===== config.mk =====
export PLATFORM = sky130hd
export DESIGN_NAME = tile_renderer
export DESIGN_NICKNAME = d
export VERILOG_FILES = /design/src/rtl/tile_pkg.sv /design/src/rtl/pixel_scanner.sv /design/src/rtl/tile_renderer.sv
export SDC_FILE = /design/constraint.sdc
export NUM_CORES = 1
export LEC_CHECK = 0
export CORE_AREA = 4 4 84 86
export DETAILED_ROUTE_END_ITERATION = 16
export DIE_AREA = 0 0 88 90
export GPL_ROUTABILITY_DRIVEN = 0
export PLACE_DENSITY = 0.8
export REMOVE_ABC_BUFFERS = 1
export SLEW_MARGIN = 20
export SYNTH_ARGS = -nofsm -noshare
export SYNTH_HDL_FRONTEND = slang
export SYNTH_SLANG_ARGS = --single-unit

===== constraint.sdc =====
create_clock -name clock -period 4.5 [get_ports clock]
set_clock_uncertainty 0.15 [all_clocks]
set_input_delay 0.9 -clock clock [delete_from_list [all_inputs] [get_ports clock]]
set_output_delay 0.9 -clock clock [all_outputs]
set_load 0.01 [all_outputs]

===== src/rtl/tile_pkg.sv =====
// tile_pkg -- shared definitions for the tile renderer.
//   Cell content codes, the colour drawn for each shape, and the
//   renderer FSM state encoding.
package tile_pkg;

    // Cell content codes carried on the position input
    localparam logic [7:0] CODE_WALL  = 8'b1000_0000;
    localparam logic [7:0] CODE_TANK1 = 8'b0100_0000;
    localparam logic [7:0] CODE_TANK2 = 8'b0010_0000;
    localparam logic [7:0] CODE_HPROJ = 8'b0001_0100;
    localparam logic [7:0] CODE_VPROJ = 8'b0001_1000;

    // Shape colours
    localparam logic [2:0] COL_WALL  = 3'b011;
    localparam logic [2:0] COL_TANK1 = 3'b101;
    localparam logic [2:0] COL_TANK2 = 3'b100;
    localparam logic [2:0] COL_PROJ  = 3'b110;
    localparam logic [2:0] COL_ERASE = 3'b000;

    typedef enum logic [1:0] {
        IDLE = 2'd0,
        LOAD = 2'd1,
        DRAW = 2'd2,
        DONE = 2'd3
    } state_t;

endpackage


===== src/rtl/pixel_scanner.sv =====
// pixel_scanner -- 2D raster counter.
//   clock, reset : clock and synchronous active-high reset
//   load         : restart at (0,0) and capture width/height
//   width/height : rectangle size in pixels (at least 1 each)
//   enable       : advance one pixel, x fastest then y
//   px, py       : current offset inside the rectangle
//   last         : current offset is the final pixel of the rectangle
module pixel_scanner #(
    parameter int XW = 8,
    parameter int YW = 7
) (
    input  logic          clock,
    input  logic          reset,
    input  logic          load,
    input  logic [XW:0]   width,
    input  logic [YW:0]   height,
    input  logic          enable,
    output logic [XW-1:0] px,
    output logic [YW-1:0] py,
    output logic          last
);

    localparam logic [XW:0]   ONE_WX = 1;
    localparam logic [YW:0]   ONE_WY = 1;
    localparam logic [XW-1:0] ONE_X  = 1;
    localparam logic [YW-1:0] ONE_Y  = 1;

    logic [XW:0] w_q;
    logic [YW:0] h_q;
    logic        x_end;
    logic        y_end;

    // Sizes are one wider than the counters so a full-width span fits
    assign x_end = ({1'b0, px} == (w_q - ONE_WX));
    assign y_end = ({1'b0, py} == (h_q - ONE_WY));
    assign last  = x_end && y_end;

    always_ff @(posedge clock) begin
        if (reset) begin
            px <= '0;
            py <= '0;
        end else if (load) begin
            px <= '0;
            py <= '0;
        end else if (enable) begin
            if (x_end) begin
                px <= '0;
                py <= py + ONE_Y;
            end else begin
                px <= px + ONE_X;
            end
        end
    end

    always_ff @(posedge clock) begin
        if (load) begin
            w_q <= width;
            h_q <= height;
        end
    end

endmodule


===== src/rtl/tile_renderer.sv =====
// tile_renderer -- draws one grid cell as a stream of pixel writes.
//   clock, reset     : clock and synchronous active-high reset
//   start            : request to draw one cell (accepted only when idle)
//   address          : [7:4] row, [3:0] column of the cell
//   position         : cell content code, selects the shape drawn
//   busy             : a request is in progress
//   plot             : x/y/colour are a valid pixel write this cycle
//   x, y, colour     : pixel coordinate and colour (held while plot=0)
//   done             : one-cycle completion pulse
//   err              : with done, the cell address was off the grid
module tile_renderer
    import tile_pkg::*;
#(
    parameter int TILE_W    = 16,
    parameter int TILE_H    = 12,
    parameter int GRID_COLS = 10,
    parameter int GRID_ROWS = 10,
    parameter int X_W       = 8,
    parameter int Y_W       = 7,
    parameter int COLOUR_W  = 3
) (
    input  logic                clock,
    input  logic                reset,
    input  logic                start,
    input  logic [7:0]          address,
    input  logic [7:0]          position,
    output logic                busy,
    output logic                plot,
    output logic [X_W-1:0]      x,
    output logic [Y_W-1:0]      y,
    output logic [COLOUR_W-1:0] colour,
    output logic                done,
    output logic                err
);

    generate
        if (GRID_COLS * TILE_W > 2 ** X_W) begin : g_bad_x
            $error("tile_renderer: GRID_COLS*TILE_W exceeds 2**X_W");
        end
        if (GRID_ROWS * TILE_H > 2 ** Y_W) begin : g_bad_y
            $error("tile_renderer: GRID_ROWS*TILE_H exceeds 2**Y_W");
        end
    endgenerate

    // Shape geometry constants
    localparam logic [X_W:0]   FULL_W  = (X_W+1)'(TILE_W);
    localparam logic [Y_W:0]   FULL_H  = (Y_W+1)'(TILE_H);
    localparam logic [X_W:0]   TANK_W  = (X_W+1)'(8);
    localparam logic [Y_W:0]   TANK_H  = (Y_W+1)'(8);
    localparam logic [X_W:0]   PROJ_W  = (X_W+1)'(2);
    localparam logic [Y_W:0]   PROJ_H  = (Y_W+1)'(2);
    localparam logic [X_W-1:0] TANK_OX = X_W'((TILE_W - 8) / 2);
    localparam logic [Y_W-1:0] TANK_OY = Y_W'((TILE_H - 8) / 2);
    localparam logic [X_W-1:0] VPROJ_OX = X_W'(TILE_W / 2 - 1);
    localparam logic [Y_W-1:0] HPROJ_OY = Y_W'(TILE_H / 2 - 1);

    state_t state;
    state_t state_nxt;

    logic [7:0]          addr_q;
    logic [7:0]          pos_q;
    logic [3:0]          row;
    logic [3:0]          col;
    logic                oob;
    logic [X_W-1:0]      origin_x;
    logic [Y_W-1:0]      origin_y;

    logic [X_W-1:0]      offs_x;
    logic [Y_W-1:0]      offs_y;
    logic [X_W:0]        shp_w;
    logic [Y_W:0]        shp_h;
    logic [COLOUR_W-1:0] shp_c;

    logic [X_W-1:0]      base_x;
    logic [Y_W-1:0]      base_y;
    logic [COLOUR_W-1:0] colour_q;
    logic                err_q;

    logic [X_W-1:0]      px;
    logic [Y_W-1:0]      py;
    logic                scan_last;
    logic [X_W-1:0]      pix_x;
    logic [Y_W-1:0]      pix_y;

    logic [X_W-1:0]      x_hold;
    logic [Y_W-1:0]      y_hold;
    logic [COLOUR_W-1:0] colour_hold;

    assign row = addr_q[7:4];
    assign col = addr_q[3:0];
    assign oob = (32'(row) >= GRID_ROWS) || (32'(col) >= GRID_COLS);

    // Off-grid cells may overflow here; the result is never used for them
    assign origin_x = X_W'(32'(col) * TILE_W);
    assign origin_y = Y_W'(32'(row) * TILE_H);

    // Shape selection from the latched content code
    always_comb begin
        offs_x = '0;
        offs_y = '0;
        shp_w  = FULL_W;
        shp_h  = FULL_H;
        shp_c  = COLOUR_W'(COL_ERASE);
        case (pos_q)
            CODE_WALL: begin
                shp_c = COLOUR_W'(COL_WALL);
            end
            CODE_TANK1: begin
                offs_x = TANK_OX;
                offs_y = TANK_OY;
                shp_w  = TANK_W;
                shp_h  = TANK_H;
                shp_c  = COLOUR_W'(COL_TANK1);
            end
            CODE_TANK2: begin
                offs_x = TANK_OX;
                offs_y = TANK_OY;
                shp_w  = TANK_W;
                shp_h  = TANK_H;
                shp_c  = COLOUR_W'(COL_TANK2);
            end
            CODE_HPROJ: begin
                offs_y = HPROJ_OY;
                shp_h  = PROJ_H;
                shp_c  = COLOUR_W'(COL_PROJ);
            end
            CODE_VPROJ: begin
                offs_x = VPROJ_OX;
                shp_w  = PROJ_W;
                shp_c  = COLOUR_W'(COL_PROJ);
            end
            default: ;
        endcase
    end

    // FSM state register
    always_ff @(posedge clock) begin
        if (reset) begin
            state <= IDLE;
        end else begin
            state <= state_nxt;
        end
    end

    // FSM next state
    always_comb begin
        state_nxt = state;
        case (state)
            IDLE:    if (start) state_nxt = LOAD;
            LOAD:    state_nxt = oob ? DONE : DRAW;
            DRAW:    if (scan_last) state_nxt = DONE;
            DONE:    state_nxt = IDLE;
            default: state_nxt = IDLE;
        endcase
    end

    // Request capture; start outside IDLE never reaches these registers
    always_ff @(posedge clock) begin
        if (state == IDLE && start) begin
            addr_q <= address;
            pos_q  <= position;
        end
    end

    always_ff @(posedge clock) begin
        if (state == LOAD) begin
            base_x   <= origin_x + offs_x;
            base_y   <= origin_y + offs_y;
            colour_q <= shp_c;
        end
    end

    always_ff @(posedge clock) begin
        if (reset) begin
            err_q <= 1'b0;
        end else if (state == LOAD) begin
            err_q <= oob;
        end
    end

    pixel_scanner #(
        .XW (X_W),
        .YW (Y_W)
    ) u_scanner (
        .clock  (clock),
        .reset  (reset),
        .load   (state == LOAD),
        .width  (shp_w),
        .height (shp_h),
        .enable (state == DRAW),
        .px     (px),
        .py     (py),
        .last   (scan_last)
    );

    assign pix_x = base_x + px;
    assign pix_y = base_y + py;

    // Remembers the last written pixel so outputs stay put when plot=0
    always_ff @(posedge clock) begin
        if (reset) begin
            x_hold      <= '0;
            y_hold      <= '0;
            colour_hold <= '0;
        end else if (state == DRAW) begin
            x_hold      <= pix_x;
            y_hold      <= pix_y;
            colour_hold <= colour_q;
        end
    end

    assign busy   = (state != IDLE);
    assign plot   = (state == DRAW);
    assign done   = (state == DONE);
    assign err    = (state == DONE) && err_q;
    assign x      = plot ? pix_x    : x_hold;
    assign y      = plot ? pix_y    : y_hold;
    assign colour = plot ? colour_q : colour_hold;

endmodule


==> key figures, run 1 <==
Yosys
  • Post-synthesis sequential area ratio: 47.5%
  • Simple-gate share of the synthesized area: 16.5%
  • Post-synthesis mux area share: 5.47%
  • Synth area leaders: edfxtp_1 (28%), dfxtp_1 (19%), ha_1 (9.9%), xnor2_1 (3.7%), xor2_1 (3.5%)
  • Yosys warns: 0
  • Largest family of logic cells by synthesized area: simple AND/OR/NAND/NOR gates
  • Async S/R FF share, synth: 0%
  • Prevailing post-synth register cell: edfxtp_1
  • Cell variety after synth: 49
  • Post-Synthesis Cells: 350
  • Number of flops mapped to enable cells by yosys: 36
  • Compound-Gate Fraction of Synth Area: 8.34%
  • Synth top area share: 28.5%
  • Area leader, netlist: edfxtp_1
  • XOR/XNOR Fraction of Synth Area: 7.15%
  • Synth Area per Inst: 10.8 µm²
  • Post-Syn Area: 0.00379 mm²
  • Post-Synth Adder-Cell Area: 11.5%
  • Yosys reg bits: 72

Pwr
  • P_sw: 776 µW
  • Comb pwr share: 36.6%
  • Peak supply drop: 0.000317 V
  • Sw Share: 33.6%
  • Cell Int Power: 1530 µW
  • Sequential Power Share: 40.8%
  • Static leakage: 0.00180 µW
  • Pwr dens: 514 mW/mm²
  • Share of total power in the clock network: 22.6%

Cells and area
  • Multi-input logic area: 0.00186 mm²
  • Filler instances: 454
  • Storage cell area: 0.00180 mm²
  • Diodes inserted: 0
  • Design area: 0.00449 mm²
  • Cell Count, Final, Fillers Out: 479
  • NumNets Final: 449
  • Layout cells sized above 1: 9.20%
  • Most frequent cells in the layout: clkdlybuf4s50_1 (40), edfxtp_1 (36), dfxtp_1 (36)
  • P&R area growth vs syn: 18.4%
  • Commonest non-fill, non-tap cell in the layout: clkdlybuf4s50_1

Global routing
  • Total track usage: 19.8%
  • First-pass GRT wire length: 12100 µm
  • Vias in the first global route: 2625
  • Initial antenna violation count: 0
  • Grt ovf: 0
  • Largest net degree at the start of global routing: 25

Setup path
  • Worst Reg2Reg Path Length in Cells: 8
  • CP Launch Type: flip-flop
  • Critical path arrival: 2.98 ns
  • CP Class: flip-flop to output port
  • CP required: 3.45 ns
  • Critical Path Sink Type: output port
  • Worst-path maximum fanout: 5

STA
  • Setup violators final: 0
  • Setup TNS: 0 ns
  • Tcrit/Tclk final: 89.6%
  • Worst hold slack: 0.277 ns
  • Final Slew Violations: 0
  • Endpoints failing hold: 0
  • PnR worst setup slack: 0.467 ns
  • F_max: 248 MHz
  • Worst-Margin Slew: 0.779 ns
  • Crit path time final: 4.03 ns
  • RSZ-0062 raised after global routing: false
  • Slew HR: 48.1%

Route
  • Avg WL per Cell: 15.2 µm
  • Drt total wl: 7300 µm
  • DR pass1 iterations: 4
  • Initial DRC count: 111
  • Via density: 5.54
  • DRC: 0
  • Via count: 2652
  • Routed Antenna Nets: 0

Clocking
  • Cts repair resizes: 0
  • CTS clk-pin slew, worst paths: 0.08 ns
  • H-tree levels: 3
  • Root buffer cell: clkbuf_8
  • Post-CTS Hold Fix Bufs: 0
  • CTS max path bufs: 2
  • Post-CTS Setup Repair Bufs: 0
  • Inserted Clock Buffers: 9
  • TritonCTS clock tree: done
  • # clock sinks: 72
  • Clock latency on the worst-skew pair: 0.35 ns

Run
  • Max cap viols: 0

Floorplan
  • Die Area: 0.00792 mm²
  • Die Width: 88 µm
  • Num ports: 41
  • Die Ht: 90 µm
  • Initial Util: 60.5%
  • Rows: 29
  • Core footprint: 0.00628 mm²

Place
  • Placed cell areas: 0.00429 mm²
  • DP Worst Slack: 0.856 ns
  • Post-Place Cells: 463
  • Port bufs: 40
  • Dpl hpwl: 5340 µm

Hold path
  • Hold Crit Class: flip-flop to flip-flop
  • Hold path depth: 0

Status
  • Status: complete, no violations
==> state kept, by name (all words and copies together) (netlist names) <==
register and cells:
addr_q 8, base_y 7, state 2, u_scanner.px 8, colour_q 3, u_scanner.py 7
x_hold 8, u_scanner.w_q 2, u_scanner.h_q 2, y_hold 7, base_x 6, pos_q 8
colour_hold 3, err_q 1
==> power groups by stage <==
stage / logic (µW) / registers (µW) / clock network, µW
6_report: 844 / 943 / 522
5_1_grt: 933 / 960 / 556
4_1_cts: 857 / 944 / 530
3_5_place_dp: 852 / 958 / 0
3_3_place_gp: 824 / 950 / 0
2_1_floorplan: 543 / 933 / 0
==> layer usage <==
metal	global-route usage, %	wire length [µm]	up-vias
met5	0	0	-
met4	11.1	244	0
met3	4.02	362	18
met2	31.7	3510	64
met1	24.6	3180	1238
li1	-	-	1332
==> cells in the mapped netlist (2+ instances only) <==
master / number
a211oi_1: 3
a21o_1: 4
a21oi_1: 14
a31oi_1: 5
and2_1: 16
and3_1: 2
and3b_1: 3
and4_1: 2
clkbuf_1: 6
dfxtp_1: 36
edfxtp_1: 36
fa_1: 3
ha_1: 30
inv_1: 28
mux2_2: 10
mux2i_1: 8
nand2_1: 17
nand2b_1: 4
nand3_1: 5
nand4_1: 7
nor2_1: 27
nor2b_1: 4
nor3_1: 7
nor3b_1: 5
nor4_1: 2
o21a_1: 2
o21ai_0: 7
o41ai_1: 2
or2_2: 2
or3_1: 4
or4_1: 2
xnor2_1: 16
xor2_1: 15
==> per-stage QoR <==
step                      util [%]  power [µW]
after floorplan                  -        1480
after global placement        68.3        1770
after CTS                     71.6        2330
final                         71.6        2310
after global routing          71.6        2450
after detailed placement      68.3        1810
==> critical path, cell delays in order (launching register included) <==
cell and delay (ns):
edfxtp_1 0.48, ha_1 0.36, a21o_1 0.19, a21oi_1 0.26, nor2_1 0.09, or4b_2 0.64
nand3_1 0.10, clkdlybuf4s50_1 0.53
==> layout make-up <==
type                       count  share of cell area (%)
clock buffer                   9                    2.76
timing repair buffer          44                    9.58
clock inverter                 7                    1.73
tap                           77                    2.14
inverter                      28                    2.34
sequential                    72                    40.1
multi-input combinational    242                    41.3
==> final timing paths <==
| path | from | endpoint | slack [ns] |
|---|---|---|---|
| worst max-delay path | base_x[1] | x[5] | 0.47 |
| worst min-delay path | addr_q[0] | base_x[4] | 0.28 |
| worst max register to register | state[0] | u_scanner.px[7] | 1.88 |
| worst min register to register | addr_q[0] | base_x[4] | 0.28 |
==> logic make-up after synthesis <==
group,after synthesis
and+or+nand+nor,114
DFF,72
AOI/OAI and AO/OA,45
buffers and inverters,36
adders and majority gates,33
xor gates and xnor gates,31
muxes,19
Note: power is estimated with default switching activity, not from simulation.
==> run 2, diff against run 1 <==
--- a/config.mk
+++ b/config.mk
@@ -5,11 +5,11 @@
 export SDC_FILE = /design/constraint.sdc
 export NUM_CORES = 1
 export LEC_CHECK = 0
-export CORE_AREA = 4 4 84 86
+export CORE_AREA = 4 4 93 95
 export DETAILED_ROUTE_END_ITERATION = 16
-export DIE_AREA = 0 0 88 90
+export DIE_AREA = 0 0 97 99
 export GPL_ROUTABILITY_DRIVEN = 0
-export PLACE_DENSITY = 0.8
+export PLACE_DENSITY = 0.66
 export REMOVE_ABC_BUFFERS = 1
 export SLEW_MARGIN = 20
 export SYNTH_ARGS = -nofsm -noshare
==> key figures, run 2 (same netlist as run 1, synthesis figures left out) <==
STA
  • Worst-Margin Slew: 1.02 ns
  • RSZ-0062 raised after global routing: false
  • PnR worst setup slack: 0.475 ns
  • Final Slew Violations: 0
  • Setup violators final: 0
  • Setup TNS: 0 ns
  • Crit path time final: 4.03 ns
  • Tcrit/Tclk final: 89.5%
  • Worst hold slack: 0.289 ns
  • Slew HR: 32.1%
  • Endpoints failing hold: 0
  • F_max: 248 MHz

Global routing
  • Grt ovf: 0
  • Met3 Track Usage GR: 3.54%
  • Largest net degree at the start of global routing: 30
  • GR Util met2: 24.4%
  • Total track usage: 15.0%
  • Met1 usage: 19.2%
  • First-pass GRT wire length: 11600 µm
  • GR peak layer: met2
  • Initial antenna violation count: 0
  • Vias in the first global route: 2547

Clocking
  • Inserted Clock Buffers: 9
  • Post-CTS Hold Fix Bufs: 0
  • Root buffer cell: clkbuf_8
  • CTS clk-pin slew, worst paths: 0.08 ns
  • CTS max path bufs: 2
  • Cts repair resizes: 0
  • TritonCTS clock tree: done
  • H-tree levels: 3
  • Clock latency on the worst-skew pair: 0.35 ns
  • # clock sinks: 72
  • Post-CTS Setup Repair Bufs: 0

Cells and area
  • P&R area growth vs syn: 18.7%
  • NumNets Final: 447
  • Layout cells sized above 1: 8.75%
  • Commonest non-fill, non-tap cell in the layout: clkdlybuf4s50_1
  • Most frequent cells in the layout: clkdlybuf4s50_1 (40), edfxtp_1 (36), dfxtp_1 (36)
  • Diodes inserted: 0

Setup path
  • FF-to-FF setup slack: 1.93 ns
  • CP Launch Type: flip-flop
  • Critical path arrival: 2.98 ns
  • R2r endpoint: u_scanner.py[5]
  • CP required: 3.45 ns
  • Worst Reg2Reg Path Length in Cells: 8
  • RR Startpoint: base_x[1]
  • CP Class: flip-flop to output port
  • Critical Path Sink Type: output port
  • Worst-path maximum fanout: 5

Floorplan
  • Die Ht: 99 µm
  • Num ports: 41
  • Core footprint: 0.00773 mm²
  • Die Width: 97 µm
  • Die Area: 0.00960 mm²
  • Initial Util: 49.1%
  • Rows: 32

Pwr
  • Peak supply drop: 0.000365 V
  • Pwr dens: 504 mW/mm²
  • Static leakage: 0.00179 µW

Hold path
  • Worst hold path endpoint: base_x[4]
  • Hold path depth: 0
  • HP Start: addr_q[0]
  • Hold Crit Class: flip-flop to flip-flop

Place
  • Port bufs: 40
  • Dpl hpwl: 4970 µm
  • DP Worst Slack: 0.869 ns

Route
  • DR pass1 iterations: 4
  • Via density: 5.12
  • Routed Antenna Nets: 0
  • DRC: 0
  • Via count: 2572
  • Avg WL per Cell: 13.2 µm
  • Initial DRC count: 60
  • Drt total wl: 6640 µm

Status
  • Status: complete, no violations

Run
  • Max cap viols: 0
run 2: cell types whose count changed in the layout (fill, tap and decap cells not counted), sizes merged:
cell,previous run,this run
inv,30,29
clkbuf,9,10
buf,4,2
run 2: layer usage:
| metal | routed length [µm] | part of all wire [%] |
|---|---|---|
| met5 | 0 | 0 |
| met4 | 140 | 2.1 |
| met3 | 301 | 4.5 |
| met2 | 2990 | 45 |
| met1 | 3210 | 48 |
run 2: layout make-up:
type                       count  area (µm²)
clock buffer                  10         128
clock inverter                 6        68.8
fill                         675        3220
inverter                      28         105
multi-input combinational    242        1860
sequential                    72        1800
tap                          102         128
timing repair buffer          42         415
run 2: power breakdown:
group          leakage (µW)  switching (µW)  total [µW]  internal (µW)
sequential         0.000625            77.5         946            868
combinational       0.00107             421         822            401
clock             0.0000968             246         505            259
run 2: per-stage QoR:
stage	total power [µW]	cells	cell area, µm²	util, %
6_report	2270	502	4510	58.3
5_1_grt	2440	502	4510	58.3
4_1_cts	2310	502	4510	58.3
3_5_place_dp	1790	486	4310	55.8
3_3_place_gp	1770	486	4310	55.8
2_1_floorplan	1480	342	3760	-
run 2: worst max-delay path by stage:
stage / from / to / slack (ns) / depth (start not counted)
5_1_grt: base_x[1] / x[5] / 0.31 / 7
3_3_place_gp: base_x[1] / x[5] / 0.90 / 7
4_1_cts: base_x[1] / x[5] / 0.46 / 7
3_5_place_dp: base_x[1] / x[5] / 0.87 / 7
6_report: base_x[1] / x[5] / 0.47 / 7
2_1_floorplan: state[0] / x[5] / 1.20 / 4
run 2: critical path, stage by stage (launching register included):
cell,delay (ns)
edfxtp_1,0.47
ha_1,0.34
a21o_1,0.19
a21oi_1,0.27
nor2_1,0.09
or4b_2,0.64
nand3_1,0.09
clkdlybuf4s50_1,0.53
